## src/rtl/cpu_defs_pkg.sv

```systemverilog
// Shared decode definitions: opcode/funct constants, ALU op encoding, decoded bundle.
package cpu_defs_pkg;

  localparam int unsigned INSTR_W   = 32;
  localparam int unsigned REG_IDX_W = 5;
  localparam int unsigned JIDX_W    = 26;
  localparam int unsigned ALU_OP_W  = 4;

  localparam logic [5:0] OP_RTYPE = 6'h00;
  localparam logic [5:0] OP_J     = 6'h02;
  localparam logic [5:0] OP_JAL   = 6'h03;
  localparam logic [5:0] OP_BEQ   = 6'h04;
  localparam logic [5:0] OP_BNE   = 6'h05;
  localparam logic [5:0] OP_ADDI  = 6'h08;
  localparam logic [5:0] OP_SLTI  = 6'h0A;
  localparam logic [5:0] OP_ANDI  = 6'h0C;
  localparam logic [5:0] OP_ORI   = 6'h0D;
  localparam logic [5:0] OP_LUI   = 6'h0F;
  localparam logic [5:0] OP_LW    = 6'h23;
  localparam logic [5:0] OP_SW    = 6'h2B;

  localparam logic [5:0] FN_SLL = 6'h00;
  localparam logic [5:0] FN_SRL = 6'h02;
  localparam logic [5:0] FN_JR  = 6'h08;
  localparam logic [5:0] FN_ADD = 6'h20;
  localparam logic [5:0] FN_SUB = 6'h22;
  localparam logic [5:0] FN_AND = 6'h24;
  localparam logic [5:0] FN_OR  = 6'h25;
  localparam logic [5:0] FN_SLT = 6'h2A;

  typedef enum logic [ALU_OP_W-1:0] {
    ALU_ADD = 4'd0,
    ALU_SUB = 4'd1,
    ALU_AND = 4'd2,
    ALU_OR  = 4'd3,
    ALU_SLT = 4'd4,
    ALU_SLL = 4'd5,
    ALU_SRL = 4'd6,
    ALU_LUI = 4'd7
  } alu_op_e;

  typedef enum logic [1:0] {
    IMM_SEXT = 2'd0,
    IMM_ZEXT = 2'd1,
    IMM_LUI  = 2'd2
  } imm_kind_e;

  typedef struct packed {
    logic [REG_IDX_W-1:0] rs;
    logic [REG_IDX_W-1:0] rt;
    logic [REG_IDX_W-1:0] dst_reg;
    logic [REG_IDX_W-1:0] shamt;
    logic [JIDX_W-1:0]    jtarget;
    alu_op_e              alu_op;
    logic                 reg_write;
    logic                 mem_read;
    logic                 mem_write;
    logic                 branch_eq;
    logic                 branch_ne;
    logic                 jump;
    logic                 link;
    logic                 alu_src_imm;
    logic                 illegal;
  } decode_bundle_t;

endpackage

```

## src/rtl/decode_fields.sv

```systemverilog
// Combinational instruction decoder: field split, control generation, immediate extension.
module decode_fields
  import cpu_defs_pkg::*;
#(
  parameter int unsigned XLEN = 32
) (
  input  logic [INSTR_W-1:0] i_instr,
  output decode_bundle_t     o_bundle,
  output logic [XLEN-1:0]    o_imm_ext
);

  logic [5:0]           w_op;
  logic [5:0]           w_funct;
  logic [REG_IDX_W-1:0] w_rd;
  logic [15:0]          w_imm16;
  imm_kind_e            w_imm_kind;
  decode_bundle_t       w_b;

  assign w_op    = i_instr[31:26];
  assign w_funct = i_instr[5:0];
  assign w_rd    = i_instr[15:11];
  assign w_imm16 = i_instr[15:0];

  // Opcode/funct decode; illegal encodings have every side-effect control cleared
  always_comb begin
    w_b            = '0;
    w_imm_kind     = IMM_SEXT;
    w_b.rs         = i_instr[25:21];
    w_b.rt         = i_instr[20:16];
    w_b.shamt      = i_instr[10:6];
    w_b.jtarget    = i_instr[25:0];
    w_b.dst_reg    = i_instr[20:16];
    w_b.alu_op     = ALU_ADD;
    case (w_op)
      OP_RTYPE: begin
        w_b.dst_reg   = w_rd;
        w_b.reg_write = 1'b1;
        case (w_funct)
          FN_ADD:  w_b.alu_op = ALU_ADD;
          FN_SUB:  w_b.alu_op = ALU_SUB;
          FN_AND:  w_b.alu_op = ALU_AND;
          FN_OR:   w_b.alu_op = ALU_OR;
          FN_SLT:  w_b.alu_op = ALU_SLT;
          FN_SLL:  w_b.alu_op = ALU_SLL;
          FN_SRL:  w_b.alu_op = ALU_SRL;
          FN_JR: begin
            w_b.jump      = 1'b1;
            w_b.reg_write = 1'b0;
          end
          default: w_b.illegal = 1'b1;
        endcase
      end
      OP_ADDI: begin
        w_b.reg_write   = 1'b1;
        w_b.alu_src_imm = 1'b1;
      end
      OP_SLTI: begin
        w_b.alu_op      = ALU_SLT;
        w_b.reg_write   = 1'b1;
        w_b.alu_src_imm = 1'b1;
      end
      OP_ANDI: begin
        w_b.alu_op      = ALU_AND;
        w_b.reg_write   = 1'b1;
        w_b.alu_src_imm = 1'b1;
        w_imm_kind      = IMM_ZEXT;
      end
      OP_ORI: begin
        w_b.alu_op      = ALU_OR;
        w_b.reg_write   = 1'b1;
        w_b.alu_src_imm = 1'b1;
        w_imm_kind      = IMM_ZEXT;
      end
      OP_LUI: begin
        w_b.alu_op      = ALU_LUI;
        w_b.reg_write   = 1'b1;
        w_b.alu_src_imm = 1'b1;
        w_imm_kind      = IMM_LUI;
      end
      OP_LW: begin
        w_b.mem_read    = 1'b1;
        w_b.reg_write   = 1'b1;
        w_b.alu_src_imm = 1'b1;
      end
      OP_SW: begin
        w_b.mem_write   = 1'b1;
        w_b.alu_src_imm = 1'b1;
      end
      OP_BEQ: begin
        w_b.alu_op    = ALU_SUB;
        w_b.branch_eq = 1'b1;
      end
      OP_BNE: begin
        w_b.alu_op    = ALU_SUB;
        w_b.branch_ne = 1'b1;
      end
      OP_J: begin
        w_b.jump    = 1'b1;
        w_b.dst_reg = '0;
      end
      OP_JAL: begin
        w_b.jump      = 1'b1;
        w_b.link      = 1'b1;
        w_b.reg_write = 1'b1;
        w_b.dst_reg   = REG_IDX_W'(31);
      end
      default: w_b.illegal = 1'b1;
    endcase
    if (w_b.dst_reg == '0) w_b.reg_write = 1'b0;
    if (w_b.illegal) begin
      w_b.reg_write   = 1'b0;
      w_b.mem_read    = 1'b0;
      w_b.mem_write   = 1'b0;
      w_b.branch_eq   = 1'b0;
      w_b.branch_ne   = 1'b0;
      w_b.jump        = 1'b0;
      w_b.link        = 1'b0;
      w_b.alu_src_imm = 1'b0;
      w_b.alu_op      = ALU_ADD;
    end
  end

  // Immediate extension to XLEN
  always_comb begin
    o_imm_ext = XLEN'($signed(w_imm16));
    case (w_imm_kind)
      IMM_ZEXT: o_imm_ext = XLEN'(w_imm16);
      IMM_LUI:  o_imm_ext = XLEN'($signed({w_imm16, 16'h0000}));
      default:  o_imm_ext = XLEN'($signed(w_imm16));
    endcase
  end

  assign o_bundle = w_b;

endmodule

```

## src/rtl/instr_decode_stage.sv

```systemverilog
// Registered decode stage with valid/ready handshake and flush.
// Optional DECODE_SKID_EN adds a 1-entry skid buffer and a registered in_ready.
module instr_decode_stage
  import cpu_defs_pkg::*;
#(
  parameter int unsigned XLEN    = 32,
  parameter int unsigned ALUOP_W = 4
) (
  input  logic                 clk,
  input  logic                 rst,
  input  logic                 in_valid,
  output logic                 in_ready,
  input  logic [INSTR_W-1:0]   instr,
  input  logic [XLEN-1:0]      pc,
  input  logic                 flush,
  output logic                 out_valid,
  input  logic                 out_ready,
  output logic [XLEN-1:0]      out_pc,
  output logic [REG_IDX_W-1:0] rs,
  output logic [REG_IDX_W-1:0] rt,
  output logic [REG_IDX_W-1:0] dst_reg,
  output logic [REG_IDX_W-1:0] shamt,
  output logic [XLEN-1:0]      imm_ext,
  output logic [JIDX_W-1:0]    jtarget,
  output logic [ALUOP_W-1:0]   alu_op,
  output logic                 reg_write,
  output logic                 mem_read,
  output logic                 mem_write,
  output logic                 branch_eq,
  output logic                 branch_ne,
  output logic                 jump,
  output logic                 link,
  output logic                 alu_src_imm,
  output logic                 illegal
);

  decode_bundle_t    w_dec;
  logic [XLEN-1:0]   w_imm;
  decode_bundle_t    r_bundle;
  logic [XLEN-1:0]   r_imm;
  logic [XLEN-1:0]   r_pc;
  logic              r_valid;

  decode_fields #(.XLEN(XLEN)) u_fields (
    .i_instr   (instr),
    .o_bundle  (w_dec),
    .o_imm_ext (w_imm)
  );

`ifdef DECODE_SKID_EN
  decode_bundle_t    r_skid_bundle;
  logic [XLEN-1:0]   r_skid_imm;
  logic [XLEN-1:0]   r_skid_pc;
  logic              r_skid_valid;
  logic              w_accept;
  logic              w_slot_free;

  assign in_ready    = !r_skid_valid;
  assign w_accept    = in_valid && !r_skid_valid;
  assign w_slot_free = !r_valid || out_ready;

  // Valid bits: skid entry drains ahead of new input; flush empties both slots
  always_ff @(posedge clk or posedge rst) begin
    if (rst) begin
      r_valid      <= 1'b0;
      r_skid_valid <= 1'b0;
    end else if (flush) begin
      r_valid      <= 1'b0;
      r_skid_valid <= 1'b0;
    end else if (w_slot_free) begin
      r_valid      <= r_skid_valid || w_accept;
      r_skid_valid <= 1'b0;
    end else if (w_accept) begin
      r_skid_valid <= 1'b1;
    end
  end

  // Payload: output slot takes skid entry first, otherwise the live decode
  always_ff @(posedge clk or posedge rst) begin
    if (rst) begin
      r_bundle      <= '0;
      r_imm         <= '0;
      r_pc          <= '0;
      r_skid_bundle <= '0;
      r_skid_imm    <= '0;
      r_skid_pc     <= '0;
    end else if (!flush) begin
      if (w_slot_free && r_skid_valid) begin
        r_bundle <= r_skid_bundle;
        r_imm    <= r_skid_imm;
        r_pc     <= r_skid_pc;
      end else if (w_slot_free && w_accept) begin
        r_bundle <= w_dec;
        r_imm    <= w_imm;
        r_pc     <= pc;
      end else if (!w_slot_free && w_accept) begin
        r_skid_bundle <= w_dec;
        r_skid_imm    <= w_imm;
        r_skid_pc     <= pc;
      end
    end
  end
`else
  logic w_load;

  assign in_ready = !r_valid || out_ready;
  assign w_load   = in_valid && in_ready;

  // Valid bit: flush wins over load; drained entry clears
  always_ff @(posedge clk or posedge rst) begin
    if (rst) begin
      r_valid <= 1'b0;
    end else if (flush) begin
      r_valid <= 1'b0;
    end else if (w_load) begin
      r_valid <= 1'b1;
    end else if (out_ready) begin
      r_valid <= 1'b0;
    end
  end

  // Payload captured only on an unflushed load, so stalled outputs hold
  always_ff @(posedge clk or posedge rst) begin
    if (rst) begin
      r_bundle <= '0;
      r_imm    <= '0;
      r_pc     <= '0;
    end else if (w_load && !flush) begin
      r_bundle <= w_dec;
      r_imm    <= w_imm;
      r_pc     <= pc;
    end
  end
`endif

  assign out_valid   = r_valid;
  assign out_pc      = r_pc;
  assign rs          = r_bundle.rs;
  assign rt          = r_bundle.rt;
  assign dst_reg     = r_bundle.dst_reg;
  assign shamt       = r_bundle.shamt;
  assign imm_ext     = r_imm;
  assign jtarget     = r_bundle.jtarget;
  assign alu_op      = ALUOP_W'(r_bundle.alu_op);
  assign reg_write   = r_bundle.reg_write;
  assign mem_read    = r_bundle.mem_read;
  assign mem_write   = r_bundle.mem_write;
  assign branch_eq   = r_bundle.branch_eq;
  assign branch_ne   = r_bundle.branch_ne;
  assign jump        = r_bundle.jump;
  assign link        = r_bundle.link;
  assign alu_src_imm = r_bundle.alu_src_imm;
  assign illegal     = r_bundle.illegal;

endmodule
```

## config.mk

```make
export PLATFORM = sky130hd
export DESIGN_NAME = instr_decode_stage
export DESIGN_NICKNAME = d
export VERILOG_FILES = /design/src/rtl/cpu_defs_pkg.sv /design/src/rtl/decode_fields.sv /design/src/rtl/instr_decode_stage.sv
export SDC_FILE = /design/constraint.sdc
export NUM_CORES = 1
export LEC_CHECK = 0
export CORE_MARGIN = 5
export CORE_UTILIZATION = 43
export CTS_CLUSTER_SIZE = 30
export DETAILED_ROUTE_END_ITERATION = 7
export GPL_TIMING_DRIVEN = 0
export PLACE_DENSITY = 0.77
export RECOVER_POWER = 25
export SKIP_LAST_GASP = 1
export SYNTH_ARGS = -nofsm -noshare
export SYNTH_HDL_FRONTEND = slang
export SYNTH_SLANG_ARGS = --single-unit
```

## constraint.sdc

```tcl
create_clock -name clk -period 4.23 [get_ports clk]
set_input_delay 0.6345 -clock clk [delete_from_list [all_inputs] [get_ports clk]]
set_output_delay 0.6345 -clock clk [all_outputs]
set_load 0.005 [all_outputs]
```

* Yosys cells after proc, flatten, opt, wreduce, memory -nomap -nowiden
Cells that the tools add are included.
** Word-level totals
- Bits in registers :: 124
- Input port bits :: 69
- Output and inout bits :: 125
- Word-level logic and storage cells :: 76
** Operators by class
- Equal/unequal tests :: 20
- Mux-type cells :: 22
- Reductions and logical operators :: 16
** Operators by type and width (count)
- case mux 32 bit (2 select lines) :: 1
- equality test 6 bit (second input constant) :: 7
- equality test 6 x 4 -> 1 bit (second input constant) :: 6
- case mux 3 bit (6 select lines) :: 2
- equality test 6 x 2 -> 1 bit (second input constant) :: 3
- case mux 5 bit (3 select lines) :: 1
- OR reduction 7 bit :: 2
- two-way mux 1 bit :: 13
- equality test 6 x 3 -> 1 bit (second input constant) :: 2
- logical NOT 6 bit :: 2
- two-way mux 11 bit :: 1
- OR reduction 11 bit :: 1
- OR reduction 8 bit :: 1
- case mux 1 bit (2 select lines) :: 3
- OR reduction 2 bit :: 3
- logical NOT 5 bit :: 1
- case mux 2 bit (2 select lines) :: 1
- nonzero test 3 bit :: 1
- equality test 2 x 1 -> 1 bit (second input constant) :: 1
- equality test 2 bit (second input constant) :: 1
- logical AND 1 bit :: 2
- logical NOT 1 bit :: 2
- logical OR 1 bit :: 1

* Depth between registers and ports, before layout
Gate-level depths: netlist (run 1).
- Word-level depth :: 5
- Depth in mapped cells :: 11

* Cells and area by module
A second synthesis (run 1) with hierarchy kept.
** Second synthesis, totals
- Cell total of the unflattened synthesis :: 452
- Area total of the unflattened synthesis :: 5833.1 um^2
** Modules (own cells, without submodules)
- instr_decode_stage :: times used 1, cells an instance 266, area each 4636.9 um^2, seq. area each 3103.0 um^2
- decode_fields :: times used 1, cells an instance 186, area each 1196.1 um^2, seq. area each 0.0 um^2

* Worst setup path before layout (run 1)
OpenSTA, ideal clock, no wires.
- Path kind :: input-to-reg
- Start point :: input instr[28]
- End point :: register r_imm[0] (netlist: imm_ext[0])
- Setup time :: 0.117 ns
- Arrival :: 2.560 ns
- Path slack :: 1.553 ns
- Cell stages on the path :: 10
- Buffers on the path :: 3
- Cells stage by stage :: clkbuf_1 -> inv_1 -> nor3_1 -> nand3_1 -> ha_1 -> or2_2 -> clkbuf_1 -> clkbuf_1 -> nand3_1 -> nand2_1
** On the way
- Longest elaborated chain between the ends :: 5
- Elaborated cells on any way between the ends :: 8
** RTL lines
- start: declaration :: line instr_decode_stage.sv:13 : input logic [INSTR_W-1:0] instr,
- equality test 6 x 4 -> 1 bit :: line decode_fields.sv:34 : case (w_op)
- OR reduction 2 bit (no source line)
- case mux 2 bit (2 select lines) (*) :: line decode_fields.sv:34
- equality test 2 bit / equality test 2 x 1 -> 1 bit (equally long branches) :: line decode_fields.sv:126 : case (w_imm_kind)
- case mux 32 bit (2 select lines) (*) :: line decode_fields.sv:126
- end signal: assignment :: line instr_decode_stage.sv:130 : r_imm <= w_imm;
- end: declaration :: line instr_decode_stage.sv:40 : logic [XLEN-1:0] r_imm;
Mark *: on every way between the ends. The rest lies on a longest branch, timed or not.
A chain may end at the register's enable or synchronous reset.

* Worst setup path in the final report (run 1)
- Start point :: input instr[27]
- End point :: register r_imm[16] (netlist: imm_ext[16])
The elaborated chain is that of the path after synthesis.

==> metrics.txt, run 1 <==
# TYPE chip_impl_metric gauge
chip_impl_metric{name="synth.mux.area_fraction",unit="%"} 0.2092
chip_impl_metric{name="async_flop_share",unit="%"} 100.0
chip_impl_metric{name="clk_pin_slew",unit="ps"} 100
chip_impl_metric{name="synth_compound_gate_area_share",unit="%"} 10.41
chip_impl_metric{name="netlist_area",unit="mm^2"} 0.004785
chip_impl_metric{name="number_of_setup_buffers_added_after_cts",unit=""} 0
chip_impl_metric{name="first_global_vias",unit=""} 4599
chip_impl_info{name="path_class",value="input port to register"} 1
chip_impl_metric{name="hold_ws",unit="ps"} 476.5
chip_impl_info{name="synth_most_common_cell",value="sky130_fd_sc_hd__nand2_1"} 1
chip_impl_metric{name="yosys.area.top_type_share",unit="%"} 56.49
chip_impl_info{name="leading_post_synthesis_cells_by_cell_area",value="sky130_fd_sc_hd__dfrtp_1, sky130_fd_sc_hd__nand2_1, sky130_fd_sc_hd__a21oi_1, sky130_fd_sc_hd__o21ai_0, sky130_fd_sc_hd__buf_4"} 1
chip_impl_metric{name="worstMarginPinSlew",unit="ps"} 1618
chip_impl_metric{name="drtPass1Iterations",unit=""} 4
chip_impl_info{name="status",value="finished, violations left"} 1
chip_impl_metric{name="cts.hold.buffers_added",unit=""} 0
chip_impl_info{name="timing.critical_path.max_delay_family",value="buffers and inverters"} 1
chip_impl_metric{name="placed_cells_incl_taps",unit=""} 877
chip_impl_metric{name="number_of_antenna_cells_inserted",unit=""} 0
chip_impl_metric{name="setup_slack",unit="ps"} 1144
chip_impl_metric{name="insertion_delay",unit="ps"} 360
chip_impl_metric{name="layout.filler_cells",unit=""} 959
chip_impl_info{name="r2r_end",value="imm_ext[8]"} 1
chip_impl_metric{name="critical_path_peak_fanout",unit=""} 10
chip_impl_metric{name="timing.setup.tns",unit="ps"} 0
chip_impl_metric{name="route.final.wire_length",unit="um"} 14670
chip_impl_metric{name="ir_worst_vdd",unit="mV"} 0.2305
chip_impl_metric{name="cts_max_level",unit=""} 3
chip_impl_metric{name="grt_start_max_net_pins",unit=""} 75
chip_impl_metric{name="via_per_inst",unit=""} 5.062
chip_impl_metric{name="fp-row-count",unit=""} 38
chip_impl_metric{name="final_cell_area",unit="mm^2"} 0.007058
chip_impl_metric{name="power.density_cell_area",unit="mW/mm^2"} 374.2
chip_impl_info{name="crit_path_cell_trace",value="clkdlybuf4s50_1, inv_1, clkbuf_1, nor2_1, nand3_1, ha_1, nor2b_1, clkbuf_1, a21oi_1, o21ai_0"} 1
chip_impl_info{name="critPathCaptureType",value="register"} 1
chip_impl_info{name="critical_path.startpoint_type",value="input port"} 1
chip_impl_metric{name="delay_of_the_slowest_cell_on_the_worst_path",unit="ps"} 520
chip_impl_metric{name="yosys_warnings",unit=""} 0
chip_impl_metric{name="crit_cells",unit=""} 10
chip_impl_metric{name="layoutNonFillerInstCount",unit=""} 893
chip_impl_metric{name="seq_cells_post_synth",unit=""} 108
chip_impl_metric{name="crit_required",unit="ps"} 4510
chip_impl_metric{name="floorplan.die.width",unit="um"} 115.5
chip_impl_info{name="timing.critical_path.to",value="imm_ext[16]"} 1
chip_impl_metric{name="maxSlewHeadroom",unit="%"} -8.434
chip_impl_info{name="cp-startpoint",value="instr[27]"} 1
chip_impl_metric{name="clock.fmax",unit="MHz"} 324.1
chip_impl_metric{name="timing.clock.skew",unit="ps"} 4.920
chip_impl_info{name="routed.top_layer",value="met4"} 1
chip_impl_metric{name="finalCritPeriodShare",unit="%"} 72.94
chip_impl_metric{name="worst_reg_to_reg_path_cell_count",unit=""} 8
chip_impl_metric{name="cts-resized-gates",unit=""} 0
chip_impl_metric{name="number_of_routed_nets_with_antenna_violations",unit=""} 0
chip_impl_info{name="synth.top_cells.by_count",value="sky130_fd_sc_hd__nand2_1, sky130_fd_sc_hd__dfrtp_1, sky130_fd_sc_hd__clkbuf_1, sky130_fd_sc_hd__a21oi_1, sky130_fd_sc_hd__o21ai_0"} 1
chip_impl_metric{name="overflow",unit=""} 0
chip_impl_metric{name="tritoncts_num_sinks",unit=""} 108
chip_impl_metric{name="maxCapViolations",unit=""} 1
chip_impl_metric{name="finalNetCount",unit=""} 820
chip_impl_metric{name="first_pass_grt_wire_length",unit="um"} 23610
chip_impl_info{name="violations_in_the_final_reports",value="max-capacitance violations, max-slew violations"} 1
chip_impl_metric{name="gr-usage-all-layers",unit="%"} 22.30
chip_impl_metric{name="synthesis.area_per_instance",unit="um^2"} 8.683
chip_impl_metric{name="fin_total_pwr",unit="mW"} 2.641
chip_impl_metric{name="number_of_enable_flip_flop_cells_after_synthesis",unit=""} 0
chip_impl_metric{name="drt_first_iter_violations",unit=""} 215
chip_impl_metric{name="synth_xor_xnor_area_share",unit="%"} 0.1831
chip_impl_info{name="yosysTopAreaCell",value="sky130_fd_sc_hd__dfrtp_1"} 1
chip_impl_metric{name="dp_hpwl",unit="um"} 11020
chip_impl_metric{name="fp.coreArea",unit="mm^2"} 0.01089
chip_impl_metric{name="drt-met1-wl",unit="um"} 6112
chip_impl_metric{name="final-setup-viol-count",unit=""} 0
chip_impl_metric{name="dieArea",unit="mm^2"} 0.01334
chip_impl_metric{name="layout-area-overhead-vs-synth",unit="%"} 47.52
chip_impl_metric{name="dieHeight",unit="um"} 115.5
chip_impl_metric{name="finalWeightedCongestion",unit=""} 0.8496
chip_impl_metric{name="post_route_cells_drive_above_1_share",unit="%"} 5.445
chip_impl_metric{name="dp_worst_setup_slack",unit="ps"} 863.7
chip_impl_metric{name="post-route-drc-count",unit=""} 0
chip_impl_metric{name="seq_area_frac_synth",unit="%"} 56.49
chip_impl_info{name="synth_top_family_by_area",value="simple AND/OR/NAND/NOR gates"} 1
chip_impl_metric{name="final_hold_viol_count",unit=""} 0
chip_impl_info{name="worstHoldPathType",value="register to register"} 1
chip_impl_metric{name="initial_utilization",unit="%"} 43.94
chip_impl_info{name="r2r_start",value="out_valid"} 1
chip_impl_metric{name="synth_cell_types",unit=""} 39
chip_impl_metric{name="yosys.area_share.simple",unit="%"} 25.31
chip_impl_info{name="critical_path.most_common_cell",value="sky130_fd_sc_hd__clkbuf_1"} 1
chip_impl_metric{name="wl_per_cell",unit="um"} 16.42
chip_impl_info{name="rsz0062_at_grt",value="no"} 1
chip_impl_metric{name="yosys.area_share.adder",unit="%"} 0.7845
chip_impl_metric{name="worstPathBufferInverterCount",unit=""} 4
chip_impl_metric{name="post_dp_cell_area",unit="mm^2"} 0.006842
chip_impl_metric{name="clock_path_buffers",unit=""} 2
chip_impl_metric{name="wl_met2",unit="um"} 6954
chip_impl_metric{name="vias",unit=""} 4520
chip_impl_metric{name="ios",unit=""} 194
chip_impl_info{name="cts_tree",value="done"} 1
chip_impl_metric{name="finalWorstPathRequiredPeriod",unit="ps"} 3086
chip_impl_info{name="ys_dominant_reg_cell",value="sky130_fd_sc_hd__dfrtp_1"} 1
chip_impl_metric{name="wl_met3",unit="um"} 1241
chip_impl_metric{name="cts-buffers-inserted",unit=""} 9
chip_impl_metric{name="finalMaxSlewViolations",unit=""} 35
chip_impl_metric{name="worst-endpoint-arrival",unit="ps"} 3370
chip_impl_metric{name="utilization",unit="%"} 64.82
chip_impl_metric{name="syn_inst",unit=""} 551
chip_impl_metric{name="postSynthNetCount",unit=""} 623
chip_impl_info{name="worst_path_max_delay_cell",value="sky130_fd_sc_hd__clkdlybuf4s50_1"} 1
chip_impl_metric{name="leakage",unit="nW"} 3.282
chip_impl_info{name="clock_tree.root_cell",value="sky130_fd_sc_hd__clkbuf_8"} 1
chip_impl_metric{name="place.port_buffers",unit=""} 185
chip_impl_metric{name="antenna_found_initial",unit=""} 0
chip_impl_metric{name="r2r_setup_slack",unit="ps"} 1720
## layout by cell type (no fill, tap or decap), types with 2 or more instances in the layout
master,n
sky130_fd_sc_hd__a21oi_1,26
sky130_fd_sc_hd__a22o_1,2
sky130_fd_sc_hd__a31oi_1,2
sky130_fd_sc_hd__a32o_1,9
sky130_fd_sc_hd__buf_1,3
sky130_fd_sc_hd__buf_4,17
sky130_fd_sc_hd__buf_6,2
sky130_fd_sc_hd__bufinv_16,2
sky130_fd_sc_hd__clkbuf_1,33
sky130_fd_sc_hd__clkbuf_8,10
sky130_fd_sc_hd__clkdlybuf4s50_1,183
sky130_fd_sc_hd__dfrtp_1,108
sky130_fd_sc_hd__dlygate4sd3_1,2
sky130_fd_sc_hd__ha_1,3
sky130_fd_sc_hd__inv_1,7
sky130_fd_sc_hd__nand2_1,234
sky130_fd_sc_hd__nand2b_1,2
sky130_fd_sc_hd__nand3_1,20
sky130_fd_sc_hd__nor2_1,18
sky130_fd_sc_hd__nor2b_1,4
sky130_fd_sc_hd__nor3_1,7
sky130_fd_sc_hd__nor3b_1,2
sky130_fd_sc_hd__o21ai_0,26
sky130_fd_sc_hd__o31ai_1,6
sky130_fd_sc_hd__o41ai_1,3
## where the power goes
group / internal, mW / switching [mW]
sequential: 1.17 / 0.0803
combinational: 0.413 / 0.284
clock: 0.350 / 0.346
total: 1.93 / 0.710
## logic make-up after synthesis
family,Yosys count
fa+ha+maj,3
compound gates,79
other cells,1
simple gates,296
xor+xnor,1
mux,1
flops,108
buf+inv,62
## metal layers
layer	global-route usage [%]	up-vias
met1	30.54	2134
met3	4.595	26
met4	7.590	0
met2	35.61	193
met5	0	-
li1	-	2167
## worst min path at each step
stage	depth (start not counted)	start	end
6_report	2	imm_ext[1]	imm_ext[1]
3_3_place_gp	2	imm_ext[1]	imm_ext[1]
5_1_grt	2	jtarget[12]	jtarget[12]
4_1_cts	2	imm_ext[1]	imm_ext[1]
3_5_place_dp	2	imm_ext[1]	imm_ext[1]
2_1_floorplan	2	imm_ext[0]	imm_ext[0]
## area by class of cell
cell class              count  area, um^2  share of cell area (%)
flip-flops and latches    108        2703                   38.29
repair buffers            186        1879                   26.63
multi-input cells         381        1769                   25.07
plain buffers              54       282.8                   4.006
well taps                 140       175.2                   2.482
clock buffers              12       145.1                   2.056
clock inverters             4       72.57                   1.028
inverters                   8       31.28                  0.4432
## worst reg2reg max path: cells and delay by family (launching register included)
kind                   cells  cell delay [ps]
buffers and inverters      4             1540
DFF                        1              370
and+or+nand+nor            4              550
No activity file was read; power rests on OpenSTA's default activity.
==> inputs of run 2 (changes only) <==
--- a/config.mk
+++ b/config.mk
@@ -6,11 +6,11 @@
 export NUM_CORES = 1
 export LEC_CHECK = 0
 export CORE_MARGIN = 5
-export CORE_UTILIZATION = 43
+export CORE_UTILIZATION = 39
 export CTS_CLUSTER_SIZE = 30
 export DETAILED_ROUTE_END_ITERATION = 7
 export GPL_TIMING_DRIVEN = 0
-export PLACE_DENSITY = 0.77
+export PLACE_DENSITY = 0.73
 export RECOVER_POWER = 25
 export SKIP_LAST_GASP = 1
 export SYNTH_ARGS = -nofsm -noshare
==> constraint.sdc (replaced) <==
create_clock -name clk -period 2.6 [get_ports clk]
set_input_delay 0.39 -clock clk [delete_from_list [all_inputs] [get_ports clk]]
set_output_delay 0.39 -clock clk [all_outputs]
set_load 0.005 [all_outputs]
==> run 2 against run 1 <==
- the run now ends clean
- clock skew about the same
- critical path depth grew 1
- die area increased by 9.3%
- clock-buffer cell count rose by 1
- register-to-register slack worse by 1300 ps
- largest cell class unchanged
- clock power increased by 110%
- setup slack worse by 950 ps
- sequential power grew 63%
- total power increased by 76%
- first-iteration DRC count grew 32%
- utilization shrank 4.7 points
==> metrics.txt, run 2 (same netlist as run 1, synthesis figures left out) <==
# TYPE chip_impl_metric gauge
chip_impl_metric{name="dp_worst_setup_slack",unit="ps"} -556.9
chip_impl_metric{name="dp_hpwl",unit="um"} 11380
chip_impl_metric{name="drt_first_iter_violations",unit=""} 283
chip_impl_info{name="path_class",value="input port to register"} 1
chip_impl_metric{name="dieHeight",unit="um"} 120.8
chip_impl_metric{name="gr-usage-all-layers",unit="%"} 20.69
chip_impl_metric{name="first_global_vias",unit=""} 4586
chip_impl_metric{name="fp-row-count",unit=""} 40
chip_impl_metric{name="finalNetCount",unit=""} 822
chip_impl_metric{name="leakage",unit="nW"} 3.365
chip_impl_metric{name="cts.hold.buffers_added",unit=""} 0
chip_impl_metric{name="finalCritPeriodShare",unit="%"} 92.60
chip_impl_metric{name="number_of_routed_nets_with_antenna_violations",unit=""} 0
chip_impl_metric{name="first_pass_grt_wire_length",unit="um"} 23700
chip_impl_metric{name="clock_path_buffers",unit=""} 2
chip_impl_metric{name="seq_power_share",unit="%"} 43.7
chip_impl_metric{name="overflow",unit=""} 0
chip_impl_metric{name="fp.coreArea",unit="mm^2"} 0.01201
chip_impl_metric{name="internal_power",unit="mW"} 3.454
chip_impl_metric{name="post_dp_cell_area",unit="mm^2"} 0.006884
chip_impl_metric{name="drtPass1Iterations",unit=""} 5
chip_impl_metric{name="netSwitchingPower",unit="mW"} 1.204
chip_impl_metric{name="vias",unit=""} 4486
chip_impl_metric{name="post-route-drc-count",unit=""} 0
chip_impl_metric{name="worst-endpoint-arrival",unit="ps"} 2660
chip_impl_metric{name="critical_path_peak_fanout",unit=""} 10
chip_impl_metric{name="clock.fmax",unit="MHz"} 415.4
chip_impl_metric{name="initial_utilization",unit="%"} 39.83
chip_impl_metric{name="via_per_inst",unit=""} 4.973
chip_impl_metric{name="final_hold_viol_count",unit=""} 0
chip_impl_info{name="cts_tree",value="done"} 1
chip_impl_metric{name="place.port_buffers",unit=""} 185
chip_impl_metric{name="number_of_antenna_cells_inserted",unit=""} 0
chip_impl_metric{name="ios",unit=""} 194
chip_impl_metric{name="wl_per_cell",unit="um"} 16.46
chip_impl_metric{name="tritoncts_num_sinks",unit=""} 108
chip_impl_metric{name="post_route_cells_drive_above_1_share",unit="%"} 7.285
chip_impl_metric{name="timing.clock.skew",unit="ps"} 5.078
chip_impl_metric{name="antenna_found_initial",unit=""} 0
chip_impl_info{name="critPathCaptureType",value="register"} 1
chip_impl_metric{name="layout-area-overhead-vs-synth",unit="%"} 51.05
chip_impl_metric{name="dieArea",unit="mm^2"} 0.01458
chip_impl_info{name="critical_path.startpoint_type",value="input port"} 1
chip_impl_metric{name="p_clk_share",unit="%"} 31.8
chip_impl_metric{name="ir_worst_vdd",unit="mV"} 0.4934
chip_impl_metric{name="sw_share",unit="%"} 25.85
chip_impl_metric{name="cts_max_level",unit=""} 3
chip_impl_info{name="most-common-layout-cells",value="sky130_fd_sc_hd__nand2_1, sky130_fd_sc_hd__clkdlybuf4s50_1, sky130_fd_sc_hd__dfrtp_1"} 1
chip_impl_info{name="clock_tree.root_cell",value="sky130_fd_sc_hd__clkbuf_16"} 1
chip_impl_metric{name="layoutNonFillerInstCount",unit=""} 902
chip_impl_info{name="final_common_cell",value="sky130_fd_sc_hd__nand2_1"} 1
chip_impl_metric{name="worstMarginPinSlew",unit="ps"} 789.0
chip_impl_metric{name="crit_required",unit="ps"} 2850
chip_impl_metric{name="grt_start_max_net_pins",unit=""} 41
chip_impl_metric{name="route.final.wire_length",unit="um"} 14850
chip_impl_metric{name="maxSlewHeadroom",unit="%"} 47.40
chip_impl_metric{name="setup_slack",unit="ps"} 192.5
chip_impl_metric{name="power.density_cell_area",unit="mW/mm^2"} 644.6
chip_impl_metric{name="clk_pin_slew",unit="ps"} 70
chip_impl_metric{name="maxCapViolations",unit=""} 0
chip_impl_metric{name="comb_power_share",unit="%"} 24.4
chip_impl_info{name="status",value="completed"} 1
chip_impl_metric{name="finalWeightedCongestion",unit=""} 0.8547
chip_impl_metric{name="timing.setup.tns",unit="ps"} 0
chip_impl_info{name="worstHoldPathType",value="input port to register"} 1
chip_impl_metric{name="finalWorstPathRequiredPeriod",unit="ps"} 2407
chip_impl_metric{name="final-setup-viol-count",unit=""} 0
chip_impl_metric{name="floorplan.die.width",unit="um"} 120.8
chip_impl_metric{name="finalMaxSlewViolations",unit=""} 0
chip_impl_metric{name="final_cell_area",unit="mm^2"} 0.007227
chip_impl_metric{name="cts-buffers-inserted",unit=""} 9
chip_impl_metric{name="insertion_delay",unit="ps"} 350
chip_impl_metric{name="placed_cells_incl_taps",unit=""} 886
## run 2: cell types whose count changed in the layout (fill, tap and decap cells not counted), sizes merged
cell           before  now
buf                24   28
clkbuf             43   42
clkdlybuf4s50     183  184
clkinv              1    0
clkinvlp            2    1
dlygate4sd3         2    1
inv                 7    8
## run 2: power groups by stage
stage | clock network [mW] | logic (mW) | registers (mW)
after floorplan | 0 | 0.361 | 2.07
after global placement | 0 | 1.11 | 2.06
after detailed placement | 0 | 1.15 | 2.07
after CTS | 1.52 | 1.16 | 2.04
after global routing | 1.58 | 1.25 | 2.07
final | 1.48 | 1.14 | 2.04
## run 2: cell type report
type | instances | area [um^2]
tap | 147 | 183.9
buffer | 53 | 287.8
timing repair buffer | 189 | 1899
fill | 1075 | 4785
clock buffer | 13 | 250.2
sequential | 108 | 2703
clock inverter | 3 | 68.82
multi-input combinational | 381 | 1803
inverter | 8 | 31.28
## run 2: final timing paths
kind | depth (start not counted) | to | from | slack, ps
worst max-delay path | 11 | imm_ext[3] | instr[27] | 190
worst min-delay path | 3 | jtarget[0] | instr[0] | 290
worst max register to register | 6 | imm_ext[0] | out_valid | 430
worst min register to register | 2 | imm_ext[0] | imm_ext[0] | 470
max in group asynchronous | 5 | out_pc[20] | rst | 410
min in group asynchronous | 2 | rs[1] | rst | 570
## run 2: metal layers
layer | up-vias | GRT usage, % | share of wire, %
met5 | - | 0 | 0
met4 | 0 | 9.278 | 2.7
met3 | 29 | 4.677 | 6.9
met2 | 162 | 33.50 | 49
met1 | 2121 | 26.53 | 42
li1 | 2174 | - | -
## run 2: per-stage QoR
stage                     power, mW  hold WS, ps  utilization (%)
final                         4.659        286.5            60.17
after global routing          4.892        307.9            60.17
after CTS                     4.712        279.2            60.08
after detailed placement      3.221        455.5            57.31
after global placement        3.171        453.7            56.81
after floorplan               2.433        456.4                -
## run 2: worst max-delay path: stages
cell and delay (ps):
sky130_fd_sc_hd__clkdlybuf4s50_1 540, sky130_fd_sc_hd__inv_1 70, sky130_fd_sc_hd__clkbuf_2 190, sky130_fd_sc_hd__nor2_2 180, sky130_fd_sc_hd__nand3_2 150, sky130_fd_sc_hd__ha_4 280
sky130_fd_sc_hd__or2_2 300, sky130_fd_sc_hd__clkbuf_1 180, sky130_fd_sc_hd__buf_2 220, sky130_fd_sc_hd__nand3_1 100, sky130_fd_sc_hd__nand2_1 60
## run 2: what timing repair did
| action | in CTS | in global routing |
|---|---|---|
| endpoints found under the setup margin | 20 | 37 |
| pin swaps | 1 | 0 |
| cloned | 0 | 0 |
| resized for setup | 4 | 15 |
| buffers inserted | 1 | 0 |
==> variant: new RTL, config.mk and constraints of run 2 <==
`XLEN` is set to 32 in 2 places; all go to 48.
--- a/src/rtl/decode_fields.sv
+++ b/src/rtl/decode_fields.sv
@@ -4,3 +4,3 @@
 #(
-  parameter int unsigned XLEN = 32
+  parameter int unsigned XLEN = 48
 ) (
--- a/src/rtl/instr_decode_stage.sv
+++ b/src/rtl/instr_decode_stage.sv
@@ -5,3 +5,3 @@
 #(
-  parameter int unsigned XLEN    = 32,
+  parameter int unsigned XLEN    = 48,
   parameter int unsigned ALUOP_W = 4
Ports: changed (resized imm_ext, out_pc and pc); port bits go from 194 to 242. The function was not compared with the original's and may differ.
==> variant against run 2 <==
Setup slack got worse by 6.7 ps. Core utilization increased by 3.7 points. Sequential cell count increased by 16. Wire length increased by 20%. Global-route usage increased by 0.68 points. Synthesized cell count increased by 16%. Cell area increased by 23%. Hold slack improved by 78 ps. First-iteration DRC count increased by 15%. Non-clock buffer count increased by 68. Combinational power increased by 26%. Cell count increased by 21%. Total power increased by 42%. Area after synthesis increased by 16%. Critical endpoint is now jtarget[2]$_DFFE_PP0P_.
==> variant: results (changes against run 2) <==
- Met2 Track Usage GR: 33.9% (+0.41 points)
- Launch point of the worst hold path: instr[3]
- F_max: 414 MHz (-0.28%)
- Final weighted congestion of routability-driven global placement: 0.867 (+1.5%)
- Post-synthesis sequential area ratio: 55.8% (-0.72 points)
- Crit path capture: jtarget[2]$_DFFE_PP0P_
- Clock insertion delay at the later pin of the skew report: 410 ps (+60 ps)
- Fraction of final layout cells sized beyond drive strength 1: 9.70% (+2.4 points)
- Detailed-route wire length on metal 1: 7.39 mm (+20%)
- Transition time at the pin with the least slew margin: 1030 ps (+242 ps)
- H-tree depth reported by CTS: 4 (+1)
- Switching Fraction: 23.7% (-2.1 points)
- Clock network fraction of total power: 42.6% (+11 points)
- Post_cts resized: 1 (-3)
- Total via count after detailed routing: 5,258 (+17%)
- DR vias/cell: 4.84 (-2.7%)
- Library cell contributing the largest single delay on the critical path: sky130_fd_sc_hd__clkbuf_1
- Status: finished, final reports clean
- Met1 Resource Use GR: 27.4% (+0.83 points)
- Post-Syn Nets: 726 (+17%)
- Total global routing track utilization: 21.4% (+0.68 points)
- Cell leakage power: 4.19 nW (+24%)
- Initial DRC Count: 325 (+15%)
- Arrival time of data at the critical path endpoint: 2760 ps (+100 ps)
- Number of cell instances on the worst register-to-register path: 7 (+1)
- CTS clk-pin slew, worst paths: 50 ps (-20 ps)
- Mean cell area of the mapped netlist: 8.72 um2 (+0.43%)
==> variant: worst min path at each step <==
stage,endpoint,slack (ps),cells after the start
final,jtarget[3]$_DFFE_PP0P_,360,3
after global routing,jtarget[3]$_DFFE_PP0P_,360,3
after CTS,jtarget[3]$_DFFE_PP0P_,350,3
after detailed placement,imm_ext[1]$_DFFE_PP0P_,460,2
after global placement,imm_ext[2]$_DFFE_PP0P_,450,2
after floorplan,out_valid$_DFFE_PP0P_,460,1
==> variant: kinds of logic after synthesis <==
family	Yosys count	share of synthesized area [%]
AOI/OAI and AO/OA	84	10.1
xor gates and xnor gates	1	0.157
adders and majority gates	3	0.675
other	1	0.0674
DFF	124	55.8
and+or+nand+nor	344	25.5
buffers and inverters	81	7.83
==> variant: final cells by class <==
cell class / count / area [um2]
clock inverters: 11 / 236
multi-input cells: 433 / 2040
well taps: 180 / 225
plain buffers: 70 / 397
flip-flops and latches: 124 / 3100
clock buffers: 20 / 467
fillers: 1185 / 5030
repair buffers: 240 / 2400
inverters: 9 / 35.0
